--- src/rtl/uart_defs.sv ---
// Shared UART definitions for the RX block and the future TX block.
//   - 3-bit state encodings and the matching state enum
//   - 8N1 frame constants
//   - clks_per_bit(): baud divisor from clock frequency and line rate
package uart_defs;

  localparam int unsigned DATA_BITS  = 8;
  localparam logic        STOP_LEVEL = 1'b1;

  localparam logic [2:0] ST_IDLE  = 3'd0;
  localparam logic [2:0] ST_START = 3'd1;
  localparam logic [2:0] ST_DATA  = 3'd2;
  localparam logic [2:0] ST_STOP  = 3'd3;
  localparam logic [2:0] ST_BREAK = 3'd4;

  typedef enum logic [2:0] {
    StIdle  = ST_IDLE,
    StStart = ST_START,
    StData  = ST_DATA,
    StStop  = ST_STOP,
    StBreak = ST_BREAK
  } uart_state_e;

  function automatic int unsigned clks_per_bit(input int unsigned clk_freq,
                                               input int unsigned baud);
    return clk_freq / baud;
  endfunction

endpackage

--- src/rtl/uart_baud_tmr.sv ---
// Baud down-counter shared by the UART RX and TX blocks.
// Ports:
//   clk      - system clock
//   rst_n    - asynchronous active-low reset
//   load     - load load_val this cycle (has priority over counting)
//   load_val - value to load
//   expire   - high while the count is zero
// The count stops at zero, so expire stays high until the next load.
module uart_baud_tmr #(
  parameter int unsigned W = 7
) (
  input  logic         clk,
  input  logic         rst_n,
  input  logic         load,
  input  logic [W-1:0] load_val,
  output logic         expire
);

  logic [W-1:0] cnt_q;

  always_ff @(posedge clk or negedge rst_n) begin
    if (!rst_n) begin
      cnt_q <= '0;
    end else if (load) begin
      cnt_q <= load_val;
    end else if (cnt_q != '0) begin
      cnt_q <= cnt_q - W'(1);
    end
  end

  assign expire = (cnt_q == '0);

endmodule

--- src/rtl/uart_inst_rx.sv ---
// UART 8N1 receiver presenting each received byte as an instruction word.
// Ports:
//   clk       - system clock, all logic on the rising edge
//   rst_n     - asynchronous active-low reset
//   rx        - serial line, idle high, asynchronous to clk
//   inst_vld  - one-cycle pulse when a good frame completes
//   inst_wd   - last good byte, held until the next good frame
//   frame_err - one-cycle pulse when the stop bit is sampled low
//   busy      - high whenever the receiver is not idle
module uart_inst_rx #(
  parameter int unsigned CLK_FREQ = 100000000,
  parameter int unsigned BAUD     = 1000000
) (
  input  logic       clk,
  input  logic       rst_n,
  input  logic       rx,
  output logic       inst_vld,
  output logic [7:0] inst_wd,
  output logic       frame_err,
  output logic       busy
);

  import uart_defs::*;

  localparam int unsigned CLKS_PER_BIT = clks_per_bit(CLK_FREQ, BAUD);
  localparam int unsigned TW           = $clog2(CLKS_PER_BIT);

  localparam logic [TW-1:0] HALF_LOAD = TW'(CLKS_PER_BIT / 2 - 1);
  localparam logic [TW-1:0] FULL_LOAD = TW'(CLKS_PER_BIT - 1);

  if (CLKS_PER_BIT < 8) begin : g_cpb_check
    $error("uart_inst_rx: CLKS_PER_BIT must be at least 8");
  end

  // Two-flop synchroniser; resets to the idle line level so reset never looks like a start edge.
  logic rx_meta, rx_s;

  always_ff @(posedge clk or negedge rst_n) begin
    if (!rst_n) begin
      rx_meta <= 1'b1;
      rx_s    <= 1'b1;
    end else begin
      rx_meta <= rx;
      rx_s    <= rx_meta;
    end
  end

  uart_state_e state_q, state_d;
  logic [2:0]  bit_idx_q, bit_idx_d;
  logic [7:0]  shreg_q, shreg_d;
  logic [7:0]  wd_q, wd_d;
  logic        vld_q, vld_d;
  logic        ferr_q, ferr_d;

  logic          tmr_load;
  logic [TW-1:0] tmr_val;
  logic          tmr_expire;

  uart_baud_tmr #(
    .W (TW)
  ) u_baud_tmr (
    .clk      (clk),
    .rst_n    (rst_n),
    .load     (tmr_load),
    .load_val (tmr_val),
    .expire   (tmr_expire)
  );

  always_ff @(posedge clk or negedge rst_n) begin
    if (!rst_n) begin
      state_q   <= StIdle;
      bit_idx_q <= '0;
      shreg_q   <= '0;
      wd_q      <= '0;
      vld_q     <= 1'b0;
      ferr_q    <= 1'b0;
    end else begin
      state_q   <= state_d;
      bit_idx_q <= bit_idx_d;
      shreg_q   <= shreg_d;
      wd_q      <= wd_d;
      vld_q     <= vld_d;
      ferr_q    <= ferr_d;
    end
  end

  always_comb begin
    state_d   = state_q;
    bit_idx_d = bit_idx_q;
    shreg_d   = shreg_q;
    wd_d      = wd_q;
    vld_d     = 1'b0;
    ferr_d    = 1'b0;
    tmr_load  = 1'b0;
    tmr_val   = FULL_LOAD;

    case (state_q)
      StIdle: begin
        if (!rx_s) begin
          // First expiry lands mid start bit; later ones land mid each bit.
          state_d  = StStart;
          tmr_load = 1'b1;
          tmr_val  = HALF_LOAD;
        end
      end

      StStart: begin
        if (tmr_expire) begin
          if (rx_s) begin
            state_d = StIdle;
          end else begin
            state_d   = StData;
            bit_idx_d = '0;
            tmr_load  = 1'b1;
          end
        end
      end

      StData: begin
        if (tmr_expire) begin
          shreg_d   = {rx_s, shreg_q[7:1]};
          bit_idx_d = bit_idx_q + 3'd1;
          tmr_load  = 1'b1;
          if (bit_idx_q == 3'(DATA_BITS - 1)) begin
            state_d = StStop;
          end
        end
      end

      StStop: begin
        if (tmr_expire) begin
          if (rx_s == STOP_LEVEL) begin
            wd_d    = shreg_q;
            vld_d   = 1'b1;
            state_d = StIdle;
          end else begin
            ferr_d  = 1'b1;
            state_d = StBreak;
          end
        end
      end

      // Held-low line: wait for it to return high so it yields a single frame_err.
      StBreak: begin
        if (rx_s) begin
          state_d = StIdle;
        end
      end

      default: state_d = StIdle;
    endcase
  end

  assign inst_vld  = vld_q;
  assign inst_wd   = wd_q;
  assign frame_err = ferr_q;
  assign busy      = (state_q != StIdle);

endmodule

--- config.mk ---
export PLATFORM = sky130hd
export DESIGN_NAME = uart_inst_rx
export DESIGN_NICKNAME = d
export VERILOG_FILES = /design/src/rtl/uart_defs.sv /design/src/rtl/uart_baud_tmr.sv /design/src/rtl/uart_inst_rx.sv
export SDC_FILE = /design/constraint.sdc
export NUM_CORES = 1
export LEC_CHECK = 0
export CORE_ASPECT_RATIO = 0.75
export CORE_MARGIN = 1
export CORE_UTILIZATION = 63
export CTS_BUF_LIST = sky130_fd_sc_hd__clkbuf_8
export DETAILED_ROUTE_END_ITERATION = 8
export GPL_TIMING_DRIVEN = 0
export HOLD_SLACK_MARGIN = 0.03
export PLACE_DENSITY = 0.87
export SETUP_SLACK_MARGIN = 0.15
export SLEW_MARGIN = 25
export SYNTH_ARGS = -nofsm -noshare
export SYNTH_HDL_FRONTEND = slang
export SYNTH_HIERARCHICAL = 1
export SYNTH_SLANG_ARGS = --single-unit
--- constraint.sdc ---
create_clock -name clk -period 5.17 [get_ports clk]
set_clock_uncertainty 0.15 [all_clocks]
set_input_delay 1.551 -clock clk [delete_from_list [all_inputs] [get_ports clk]]
set_output_delay 1.551 -clock clk [all_outputs]
set_load 0.02 [all_outputs]
==> Yosys cells after proc, flatten, opt, wreduce, memory -nomap -nowiden <==
Index checks and enable logic that the tools add are counted.
{ "word_totals": {"output_inout_bits": 11, "register_bits": 33} }
{ "classes": {"eq_ne": 12, "n_mux": 25, "reduce_logical": 10, "addsub": 2} }
{ "ops": {"columns": ["cell", "count"], "rows": [
  ["3-bit two-way mux", 10],
  ["7-bit two-way mux", 4],
  ["3-bit one-hot mux with 5 select lines", 1],
  ["2-bit != test, second input constant", 7],
  ["7-bit zero test", 1],
  ["1-bit two-way mux", 7],
  ["7-bit nonzero test", 1],
  ["7-bit by 1-bit subtractor with 7-bit output, second input constant", 1],
  ["3-bit by 2-bit == test with 1-bit output, second input constant", 2],
  ["3-bit == test, second input constant", 2],
  ["3-bit one-hot mux with 2 select lines", 1],
  ["6-bit AND reduction", 1],
  ["4-bit AND reduction", 1],
  ["2-bit nonzero test", 2],
  ["3-bit by 1-bit adder with 3-bit output, second input constant", 1],
  ["3-bit by 1-bit == test with 1-bit output, second input constant", 1],
  ["3-bit zero test", 1],
  ["1-bit one-hot mux with 3 select lines", 1],
  ["3-bit AND reduction", 1],
  ["3-bit nonzero test", 1],
  ["2-bit two-way mux", 1],
  ["2-bit AND reduction", 1]
]} }

==> Depth between registers and ports, before layout <==
{ "depth": {"word_depth": 4, "mapped_depth": 10, "ltp_nobuf": 9} }

==> Cells and area by module <==
The synthesis kept the hierarchy.
{ "modules_own_cells": {"columns": ["module", "cells_each", "n_inst", "area_each_um2"], "rows": [
  ["uart_inst_rx", 101, 1, 1129.8],
  ["uart_baud_tmr", 43, 1, 434.2]
]} }

==> Least setup slack after synthesis <==
Ideal clock, no wire load.
{ "synth_path": {"path_type": "register to output", "from": "reg state_q[1]", "to": "out busy", "setup_slack_ps": 2498, "path_stages_with_launch": 3, "required_ps": 3469, "n_path_buf": 1, "t_arrival_ps": 971, "path_cell_list": "dfrtp_1 -> buf_2 -> or3_1"} }
{ "synth_between": {"elab_chain_len": 1} }
{ "synth_lines": {"columns": ["item", "line", "text"], "rows": [
  ["start: declaration", "uart_inst_rx.sv:48", "uart_state_e state_q, state_d;"],
  ["start signal: assignment", "uart_inst_rx.sv:71", "state_q <= StIdle;"],
  ["start signal: assignment", "uart_inst_rx.sv:78", "state_q <= state_d;"],
  ["3-bit nonzero test", "uart_inst_rx.sv:157", "assign busy = (state_q != StIdle);"],
  ["end: declaration", "uart_inst_rx.sv:20", "output logic busy"]
]} }
Every way passes these cells.

==> Final worst setup path <==
Ends and elaborated chain as after synthesis.

==> flow_summary.toml <==
[outcome]
status = "complete, no violations"

[clock_network]
cts_setup_buffers = 0
cts_hold_buf = 0
clock-root-buffer = "clkbuf_8"
clock_latency_ns = 0.28
cts_buffer_depth = 2
cts_made_buffers = 5
clkTransAtPathRegs_ns = 0.06
cts_tree = "done"
htreeDepth = 2
clock-sinks = 33
cts_resized = 0

[min_path]
hold_path_class = "reg2reg"
whs_path_depth = 0

[timing]
fmaxAchievable_mhz = 287
finalSetupTns_ns = 0
holdWs_ns = 0.208
setup_violations = 0
finalCritPeriodShare_pct = 67.3
relSlewSlack_pct = 57.1
finalHoldViolCount = 0
finalCriticalPeriod_ns = 3.48
maxSlewViolCount = 0
tightest_slew_ns = 0.641
rsz0062_at_grt = "false"

[critical_path]
cp-end-kind = "primary output"
startpoint_type = "flip-flop"
timing.reg2reg.setup_slack_ns = 2.00
cp.arrival_ns = 1.78
cp.required_ns = 3.47
r2r_cells = 8
cp_max_fo = 10
path_class = "reg2out"

[logic_synthesis]
ys_ff_latch = 33
synth_edf_count = 0
synth_area_leader_cell = "dfrtp_1"
ys.flop_type = "dfrtp_1"
synth_warnings = 6
syn_area_um2 = 1560
async_reset_ff_share_pct = 100
yosysSeqAreaShare_pct = 53.0
synth_cell_types = 43
avgSynthCellArea_um2 = 10.9
ys_top_cells_by_area = "dfrtp_1 (50%), mux2_4 (7.7%), nand2_1 (6.7%)"
yosys.area.top_type_share_pct = 49.6
synth_cells = 144

[finish]
diodes = 0
postLayoutCoreUtil_pct = 79.5
fin_nets = 174
drive_gt1_share_pct = 15.5
areaGrowthSynthToFinish_pct = 18.2

[place]
portBuffers = 13
gp_congestion = 0.841
dp_hpwl_um = 2150

[global_routing]
grt-ovfl-total = 0
use_met3_pct = 6.30
grt_start_max_net_pins = 24
grt_pass1_vias = 1077
antenna_found_initial = 0
grt_use_total_pct = 26.8
busiest_layer = "met2"
met1_usage_pct = 34.1
grt_pass1_wl_um = 4990
met2_usage_pct = 42.5

[pwr]
p_per_area_nw_per_um2 = 388
ir_drop_mv = 0.307
p_leak_nw = 0.895

[detailed_routing]
drc_errors = 0
wl_um = 3010
wl_per_cell_um = 14.9
vias = 1149
drt-vias-per-instance = 5.69
firstDrtPassIters = 4
drt-initial-drc-count = 52
antenna_left = 0

[floorplanning]
initial_utilization_pct = 67.2
core_area_um2 = 2330
die_h_um = 45.2
fp.dieW_um = 59.5
die_area_um2 = 2690
num_rows = 15
num_io_pins = 14

[job]
cap_viol_max_count = 0
## registers in the layout, summed over array words and instances, names as in the netlist
| name | flops |
|---|---|
| u_baud_tmr/cnt_q | 7 |
| state_q | 3 |
| bit_idx_q | 3 |
| rx_meta | 1 |
| frame_err | 1 |
| inst_vld | 1 |
| rx_s | 1 |
| shreg_q | 8 |
| inst_wd | 8 |
## cells in the mapped netlist, types with 3 or more instances
cell / count
o31ai_1: 4
nand2b_1: 3
ha_1: 4
a21oi_1: 6
o21ai_0: 3
mux2_4: 8
nor2_1: 7
nand2_1: 28
clkbuf_1: 3
inv_1: 6
dfrtp_1: 31
buf_2: 3
## per-layer routing
| layer | wire length (µm) | share of wire [%] | up-vias |
|---|---|---|---|
| met5 | 0 | 0 | - |
| met4 | 46 | 1.5 | 0 |
| met3 | 137 | 4.5 | 7 |
| met2 | 1490 | 50 | 38 |
| met1 | 1340 | 44 | 561 |
| li1 | - | - | 543 |
## through the flow
stage                     setup slack, ns  power [mW]  instances  area [µm²]
final                                1.69       0.718        202        1850
after CTS                            1.69       0.717        202        1850
after global routing                 1.63       0.762        202        1850
after global placement               1.80       0.512        193        1740
after detailed placement             2.00       0.535        194        1770
after floorplan                      2.50       0.478        146        1570
## area by class of cell
cell class / count / area [µm²]
flip-flops and latches: 33 / 828
multi-input cells: 100 / 683
fillers: 163 / 478
repair buffers: 14 / 153
clock buffers: 5 / 68.8
well taps: 34 / 42.5
plain buffers: 7 / 37.5
inverters: 6 / 22.5
clock inverters: 3 / 13.8
## cells in the final DEF, fill, tap and decap left out, types with 3 or more instances in the layout
cell / instances
buf_2: 4
dfrtp_1: 31
ha_1: 4
mux2_4: 8
o21ai_0: 3
a21oi_1: 6
nand2b_1: 3
conb_1: 4
clkbuf_1: 3
clkdlybuf4s50_1: 12
clkbuf_8: 5
nor2_1: 7
nand2_1: 28
o31ai_1: 4
inv_1: 7
## path summary, 6_finish.rpt
check / from / endpoint
worst min register to register: rx_meta / rx_s
worst min-delay path: rx_meta / rx_s
worst max register to register: u_baud_tmr/cnt_q[3] / u_baud_tmr/cnt_q[5]
max in group asynchronous: rst_n / rx_s
min in group asynchronous: rst_n / u_baud_tmr/cnt_q[5]
worst max-delay path: state_q[1] / busy
## critical path, stage by stage (launching register included)
cell	delay (ns)
dfrtp_1	0.40
buf_2	0.18
or3_1	0.37
clkdlybuf4s50_1	0.55
## power by group
group	leakage, nW	total [mW]	switching, mW	internal [mW]
Combinational	0.413	0.198	0.110	0.0879
Clock	0.0491	0.180	0.0887	0.0911
Sequential	0.434	0.341	0.0446	0.296
## logic make-up after synthesis
logic type,Yosys count,share of synthesized area [%]
and+or+nand+nor,54,18.5
DFF,33,53.0
AOI/OAI and AO/OA,27,11.6
buffers and inverters,13,3.84
muxes,9,8.32
adders and majority gates,4,3.20
other,2,0.480
xor gates and xnor gates,2,1.12
No activity file was read; power rests on OpenSTA's default activity.
